$ cat src/rtl/fifo_pkg.sv
// fifo_pkg -- shared definitions for the flush_fifo family and its checkers.
//   clog2()            : ceiling log2 used to size pointers and the occupancy count
//   AF_MARGIN_DEFAULT  : default distance of the almost-full threshold below DEPTH
//   AE_LEVEL_DEFAULT   : default almost-empty threshold
//   fifo_op_e          : per-cycle operation taken on the update edge
package fifo_pkg;

  // Smallest n with 2**n >= value (never less than 1, so a vector is always legal).
  function automatic int clog2(input int value);
    int result;
    int rem;
    result = 0;
    rem    = value - 1;
    while (rem > 0) begin
      result = result + 1;
      rem    = rem >> 1;
    end
    return (result < 1) ? 1 : result;
  endfunction

  localparam int AF_MARGIN_DEFAULT = 2;
  localparam int AE_LEVEL_DEFAULT  = 1;

  typedef enum logic [2:0] {
    OP_IDLE   = 3'd0,  // nothing happens (or request dropped)
    OP_FLUSH  = 3'd1,  // discard everything, pointers to 0
    OP_BYPASS = 3'd2,  // empty queue, word passes straight through
    OP_RDWR   = 3'd3,  // pop and push together, count unchanged
    OP_RD     = 3'd4,  // pop only
    OP_WR     = 3'd5   // push only
  } fifo_op_e;

endpackage

$ cat src/rtl/fifo_wrap_ptr.sv
// fifo_wrap_ptr -- modulo-DEPTH pointer register, updated on the falling clock edge.
//   CLK   : clock, state changes on negedge
//   RST   : asynchronous active-high reset, pointer -> 0
//   clear : synchronous return to 0 (wins over inc)
//   inc   : advance by one, wrapping DEPTH-1 -> 0
//   ptr   : current pointer value
module fifo_wrap_ptr
  import fifo_pkg::*;
#(
  parameter int DEPTH = 8,
  parameter int PW    = clog2(DEPTH)
) (
  input  logic          CLK,
  input  logic          RST,
  input  logic          clear,
  input  logic          inc,
  output logic [PW-1:0] ptr
);

  localparam logic [PW-1:0] LAST = PW'(DEPTH - 1);

  logic [PW-1:0] ptr_q;
  logic [PW-1:0] ptr_d;

  // Explicit wrap so non-power-of-two depths never visit unused slots.
  always_comb begin
    ptr_d = ptr_q;
    if (clear) begin
      ptr_d = '0;
    end else if (inc) begin
      ptr_d = (ptr_q == LAST) ? '0 : ptr_q + PW'(1);
    end
  end

  always_ff @(negedge CLK or posedge RST) begin
    if (RST) begin
      ptr_q <= '0;
    end else begin
      ptr_q <= ptr_d;
    end
  end

  assign ptr = ptr_q;

endmodule

$ cat src/rtl/flush_fifo.sv
// flush_fifo -- single-clock FIFO for Tomasulo-side queues, any DEPTH >= 2,
// with empty fall-through bypass, synchronous flush and occupancy thresholds.
// All state changes on the falling edge of CLK; RST is asynchronous.
//   CLK, RST     : clock (negedge-updated) and async active-high reset
//   flush        : discard all contents this cycle
//   read_flag    : consumer pops the head
//   read_data    : head entry, or write_data while bypassing
//   write_flag   : producer pushes write_data
//   write_data   : push data
//   empty / full : no word available / no slot available this cycle
//   count        : registered occupancy 0..DEPTH
//   almost_full  : count >= AF_LEVEL
//   almost_empty : count <= AE_LEVEL
//   overflow / underflow : sticky dropped-request flags, present only when
//                  FIFO_ERR_CHK_EN is defined
module flush_fifo
  import fifo_pkg::*;
#(
  parameter int WIDTH    = 8,
  parameter int DEPTH    = 8,
  parameter int AF_LEVEL = DEPTH - AF_MARGIN_DEFAULT,
  parameter int AE_LEVEL = AE_LEVEL_DEFAULT
) (
  input  logic                        CLK,
  input  logic                        RST,
  input  logic                        flush,
  input  logic                        read_flag,
  output logic [WIDTH-1:0]            read_data,
  input  logic                        write_flag,
  input  logic [WIDTH-1:0]            write_data,
  output logic                        empty,
  output logic                        full,
  output logic [clog2(DEPTH+1)-1:0]   count,
  output logic                        almost_full,
`ifdef FIFO_ERR_CHK_EN
  output logic                        overflow,
  output logic                        underflow,
`endif
  output logic                        almost_empty
);

  localparam int CW = clog2(DEPTH + 1);
  localparam int PW = clog2(DEPTH);

  localparam logic [CW-1:0] FULL_C = CW'(DEPTH);
  localparam logic [CW-1:0] AF_C   = CW'(AF_LEVEL);
  localparam logic [CW-1:0] AE_C   = CW'(AE_LEVEL);

  logic [WIDTH-1:0] mem_q [DEPTH];
  logic [WIDTH-1:0] mem_d [DEPTH];
  logic [CW-1:0]    count_q;
  logic [CW-1:0]    count_d;
  logic [PW-1:0]    read_ptr;
  logic [PW-1:0]    write_ptr;

  logic     cnt_zero;
  logic     rd;
  logic     wr;
  logic     rd_inc;
  logic     wr_inc;
  logic     ptr_clear;
  fifo_op_e op;

  assign cnt_zero = (count_q == '0);

  // A push into an empty queue is immediately readable, so it is not "empty".
  assign empty = flush | (cnt_zero & ~write_flag);
  // A pop from a full queue frees the head slot in the same cycle.
  assign full  = flush | ((count_q == FULL_C) & ~read_flag);
  assign rd    = read_flag & ~empty;
  assign wr    = write_flag & ~full;

  always_comb begin
    op = OP_IDLE;
    if (flush) begin
      op = OP_FLUSH;
    end else if (rd && wr && cnt_zero) begin
      op = OP_BYPASS;
    end else if (rd && wr) begin
      op = OP_RDWR;
    end else if (rd) begin
      op = OP_RD;
    end else if (wr) begin
      op = OP_WR;
    end
  end

  assign ptr_clear = (op == OP_FLUSH);
  assign rd_inc    = (op == OP_RDWR) || (op == OP_RD);
  assign wr_inc    = (op == OP_RDWR) || (op == OP_WR);

  fifo_wrap_ptr #(.DEPTH(DEPTH), .PW(PW)) u_read_ptr (
    .CLK   (CLK),
    .RST   (RST),
    .clear (ptr_clear),
    .inc   (rd_inc),
    .ptr   (read_ptr)
  );

  fifo_wrap_ptr #(.DEPTH(DEPTH), .PW(PW)) u_write_ptr (
    .CLK   (CLK),
    .RST   (RST),
    .clear (ptr_clear),
    .inc   (wr_inc),
    .ptr   (write_ptr)
  );

  always_comb begin
    count_d = count_q;
    case (op)
      OP_FLUSH: count_d = '0;
      OP_RD:    count_d = count_q - CW'(1);
      OP_WR:    count_d = count_q + CW'(1);
      default:  count_d = count_q;
    endcase
  end

  // Flush leaves the storage untouched; only the pointers forget it.
  always_comb begin
    mem_d = mem_q;
    if (wr_inc) begin
      mem_d[write_ptr] = write_data;
    end
  end

  always_ff @(negedge CLK or posedge RST) begin
    if (RST) begin
      count_q <= '0;
      for (int i = 0; i < DEPTH; i++) begin
        mem_q[i] <= '0;
      end
    end else begin
      count_q <= count_d;
      mem_q   <= mem_d;
    end
  end

  assign read_data    = (cnt_zero && write_flag) ? write_data : mem_q[read_ptr];
  assign count        = count_q;
  assign almost_full  = (count_q >= AF_C);
  assign almost_empty = (count_q <= AE_C);

`ifdef FIFO_ERR_CHK_EN
  logic overflow_q;
  logic overflow_d;
  logic underflow_q;
  logic underflow_d;

  // A flushing cycle forces empty/full high but is not a producer/consumer error.
  always_comb begin
    overflow_d  = overflow_q  | (write_flag & full  & ~flush);
    underflow_d = underflow_q | (read_flag  & empty & ~flush);
  end

  always_ff @(negedge CLK or posedge RST) begin
    if (RST) begin
      overflow_q  <= 1'b0;
      underflow_q <= 1'b0;
    end else begin
      overflow_q  <= overflow_d;
      underflow_q <= underflow_d;
    end
  end

  assign overflow  = overflow_q;
  assign underflow = underflow_q;
`endif

endmodule

$ cat config.mk
export PLATFORM = sky130hd
export DESIGN_NAME = flush_fifo
export DESIGN_NICKNAME = d
export VERILOG_FILES = /design/src/rtl/fifo_pkg.sv /design/src/rtl/fifo_wrap_ptr.sv /design/src/rtl/flush_fifo.sv
export SDC_FILE = /design/constraint.sdc
export NUM_CORES = 1
export LEC_CHECK = 0
export CORE_MARGIN = 2
export CORE_UTILIZATION = 36
export CTS_CLUSTER_SIZE = 28
export DETAILED_ROUTE_END_ITERATION = 10
export SLEW_MARGIN = 30
export SYNTH_ARGS = -nofsm -noshare
export SYNTH_HDL_FRONTEND = slang
export SYNTH_SLANG_ARGS = --single-unit
$ cat constraint.sdc
create_clock -name CLK -period 5 [get_ports CLK]
set_input_delay 0.75 -clock CLK [delete_from_list [all_inputs] [get_ports CLK]]
set_output_delay 0.75 -clock CLK [all_outputs]
set_load 0.05 [all_outputs]
Yosys cells after proc, flatten, opt, wreduce, memory -nomap -nowiden
Index checks and enable logic that the tools add are counted.
{"block": "totals", "output_inout_bits": 16, "wordCells": 68, "register_bits": 74, "in_bits": 13}
{"block": "op_classes", "magnitude_cmp": 5, "mux": 19, "bitwise": 12, "n_reduce_logical": 10, "n_addsub": 4, "n_eq_ne": 7}
{"op": "$bwmux 64", "n": 1}
{"op": "$mux 3", "n": 11}
{"op": "$mux 8", "n": 4}
{"op": "$bmux 8 s3", "n": 1}
{"op": "$demux 8 s3", "n": 1}
{"op": "$eq 3x3->1 const B", "n": 4}
{"op": "$pmux 4 s3", "n": 1}
{"op": "$ge 4x4->1 const B", "n": 2}
{"op": "$not 3->4", "n": 2}
{"op": "$add 3x1->3 const B", "n": 2}
{"op": "$add 4x1->4 const B", "n": 1}
{"op": "$and 1x1->1", "n": 4}
{"op": "$eq 4x4->1 const B", "n": 1}
{"op": "$ge 4x3->1 const B", "n": 1}
{"op": "$le 4x1->1 const B", "n": 1}
{"op": "$logic_and 1x1->1", "n": 4}
{"op": "$logic_not 4->1", "n": 1}
{"op": "$lt 4x1->1 const B", "n": 1}
{"op": "$not 1->1", "n": 4}
{"op": "$reduce_bool 2->1", "n": 2}
{"op": "$sub 4x1->4 const B", "n": 1}
{"op": "$eq 3x1->1 const B", "n": 1}
{"op": "$eq 3x2->1 const B", "n": 1}
{"op": "$reduce_bool 3->1", "n": 1}
{"op": "2 further kinds", "n": 4}

Logic depth before layout (Yosys ltp)
{"block": "depth", "word_depth": 14, "mapped_depth": 13}

Modules after synthesis
A second synthesis with hierarchy kept.
{"block": "hier_totals", "hier_cells": 278, "hier_area_um2": 3878.7}
{"mod": "flush_fifo", "seq_area_each_um2": 1701.6, "cells_per_inst": 252, "instances": 1, "area_per_inst_um2": 3568.4}
{"mod": "fifo_wrap_ptr", "seq_area_each_um2": 75.1, "cells_per_inst": 13, "instances": 2, "area_per_inst_um2": 155.1}

==> results.py <==
metrics = {
    "synthesis": {
        "synth_seq_cells": 74,
        "synth.distinct_cells": 43,
        "synth_ff_type": "dfrtn_1",
        "synth_area_um2": 3800,
        "yosys_warnings": 0,
        "synth_top_area_share_pct": 48.8,
        "synthCells": 274,
        "ys_seq_area_share_pct": 48.8,
        "syn-num-nets": 297,
        "synth_commonest_cells": "dfrtn_1, mux2_2, mux4_2",
        "synthTopCellsByArea": "dfrtn_1, mux2_2, mux4_2, ha_1, mux2_4",
        "synth.most_common_cell": "dfrtn_1",
        "synth_area_per_cell_um2": 13.9,
        "yosysTopAreaCell": "dfrtn_1",
        "synthArstFlopShare_pct": 100,
        "synth-edff-count": 0,
    },
    "routing": {
        "routed_wl_mm": 8.77,
        "dr.pass1.iters": 4,
        "wl_per_cell_um": 17.6,
        "routed-wl-met2_mm": 4.15,
        "top_layer": "met4",
        "drc": 0,
        "drt_iter0_markers": 139,
        "viasPerCell": 5.16,
        "final_antenna_net_count": 0,
        "vias": 2565,
        "wl_met1_mm": 4.26,
        "wl_met3_um": 196,
    },
    "cells_and_area": {
        "fillCellCount": 885,
        "layout-drive-gt1-share_pct": 59.3,
        "area_growth_pct": 41.4,
        "insertedDiodeCount": 0,
        "layout.cells.non_filler": 497,
        "nNetsFinal": 379,
        "fin_util_pct": 52.3,
        "final_cell_area_um2": 5370,
    },
    "critical_path": {
        "cp-endpoint": "mem_q[29]$_DFFE_NP0P_",
        "worstSetupPathType": "in -> reg",
        "r2r-end": "mem_q[29]$_DFFE_NP0P_",
        "worstPathMaxFanout": 8,
        "worst_r2r_path_depth": 13,
        "arrival_ns": 3.05,
        "worst_ep_required_time_ns": 2.67,
        "endpoint_kind": "flop",
        "regToRegSetupSlack_ns": 1.62,
        "start_kind": "input port",
        "r2r_start": "count[1]$_DFFE_NP0P_",
        "critPathLaunch": "write_flag",
    },
    "floorplan": {
        "dieHeight_um": 107,
        "core_um2": 10300,
        "die_x_um": 107,
        "initial_core_util_pct": 36.9,
        "die-area_um2": 11400,
        "ios": 29,
        "rows": 37,
    },
    "timing": {
        "skew_ns": 0.00615,
        "tns_ns": -16.99,
        "tightest_slew_ns": 0.555,
        "finalSetupViolations": 74,
        "grt_setup_unrepaired": "yes",
        "finalHoldViolations": 0,
        "setup_ws_ns": -0.378,
        "slew_headroom_pct": 62.6,
        "drv_slew": 0,
    },
    "clocking": {
        "path_clk_slew_ns": 0.05,
        "clockBufferDepth": 2,
        "cts_buffers": 9,
        "cts_root_buf": "clkbuf_8",
        "clock-sinks": 74,
        "cts_tree": "built",
        "htreeDepth": 3,
        "clk-insertion-delay-late_ns": 0.33,
        "hold_buffers": 0,
    },
    "power": {
        "power.density_nw_per_um2": 425,
        "ir_drop_v": 0.000192,
        "p_leak_nw": 2.47,
        "total_power_mw": 2.29,
    },
    "job": {
        "max_cap_violations": 0,
    },
    "placed_design": {
        "globalplace.congestion": 0.733,
        "place_hpwl_mm": 5.76,
        "placed_area_um2": 4590,
        "dp_cells": 461,
        "portBuffers": 28,
    },
    "global_route": {
        "antenna_found_initial": 0,
        "grt_max_degree": 34,
        "grt_use_total_pct": 16.3,
        "grt_overflow": 0,
        "grt_pass1_vias": 2685,
        "grt_pass1_wl_mm": 14.3,
    },
    "run_status": {
        "violations": "setup timing",
        "status": "complete, but fails checks",
    },
    "worst_hold_path": {
        "hold_path.class": "reg -> reg",
    },
}
[metrics by stage]
step	hold slack, ns	setup slack [ns]
after floorplan	0.434	-0.761
after global routing	0.460	-0.440
final	0.450	-0.378
after global placement	0.443	-1.11
after detailed placement	0.450	-1.17
after CTS	0.451	-0.481
[sequential cells by signal, summed over array words and instances, names as in the netlist]
| register | cells |
|---|---|
| u_read_ptr.ptr | 3 |
| count | 4 |
| u_write_ptr.ptr | 3 |
| mem_q | 64 |
[cell usage in the layout (no fill, tap or decap), types with 3 or more instances in the layout]
| master | count |
|---|---|
| a21oi_1 | 4 |
| nand2_1 | 8 |
| nor2b_1 | 5 |
| buf_4 | 34 |
| nor2_4 | 4 |
| mux2_2 | 23 |
| ha_4 | 3 |
| mux2i_1 | 3 |
| buf_6 | 21 |
| nor2b_4 | 4 |
| clkdlybuf4s50_1 | 9 |
| a221o_2 | 8 |
| nor2_1 | 6 |
| o21ai_0 | 3 |
| mux2_4 | 42 |
| buf_8 | 7 |
| a32o_1 | 4 |
| mux4_2 | 16 |
| ha_1 | 6 |
| clkbuf_8 | 10 |
| nand2b_1 | 4 |
| inv_1 | 3 |
| buf_12 | 8 |
| dfrtn_1 | 74 |
| inv_2 | 3 |
[power breakdown]
group / total [mW] / switching (mW) / internal (mW)
logic: 1.10 / 0.563 / 0.541
clock network: 0.470 / 0.225 / 0.245
registers: 0.711 / 0.0406 / 0.670
[per-layer routing]
| metal | GRT usage [%] | vias to the layer above |
|---|---|---|
| met5 | 0 | - |
| met4 | 5.94 | 0 |
| met3 | 2.19 | 17 |
| met2 | 25.0 | 43 |
| met1 | 23.6 | 1314 |
| li1 | - | 1191 |
[critical path: stages]
cell and delay (ns):
buf_2 0.15, nor2_4 0.05, nor2_2 0.13, nand2_1 0.13, ha_4 0.26, or4b_4 0.51
o21a_4 0.14, or4b_4 0.59, mux2_4 0.33
[how the worst min path moves through the flow]
stage          depth (start not counted)  slack (ns)                   from                     to
5_1_grt                                1        0.46  mem_q[14]$_DFFE_NP0P_  mem_q[14]$_DFFE_NP0P_
6_report                               1        0.45  mem_q[56]$_DFFE_NP0P_  mem_q[56]$_DFFE_NP0P_
4_1_cts                                1        0.45  mem_q[44]$_DFFE_NP0P_  mem_q[44]$_DFFE_NP0P_
2_1_floorplan                          1        0.43  mem_q[43]$_DFFE_NP0P_  mem_q[43]$_DFFE_NP0P_
3_3_place_gp                           1        0.44  mem_q[61]$_DFFE_NP0P_  mem_q[61]$_DFFE_NP0P_
3_5_place_dp                           1        0.45  mem_q[57]$_DFFE_NP0P_  mem_q[57]$_DFFE_NP0P_
[layout make-up]
class | count | area, um^2 | area share (%)
inverter | 7 | 30.0 | 0.559
sequential | 74 | 1850 | 34.5
tap | 136 | 170 | 3.17
clock inverter | 6 | 65.1 | 1.21
timing repair buffer | 84 | 903 | 16.8
clock buffer | 10 | 138 | 2.56
multi-input combinational | 180 | 2210 | 41.2
[timing repair]
action                     4_1_cts  5_1_grt
setup endpoints to repair       83       81
setup buffers                   21        7
cloned                           1        0
resized for setup               77       44
pin swaps                       17       13
[cell families after synthesis]
logic type	synth area share, %
simple gates	9.46
xor+xnor	0.231
fa+ha+maj	3.29
flops	48.8
compound gates	5.47
buf+inv	2.44
mux	30.3
No activity file was read; power rests on OpenSTA's default activity.
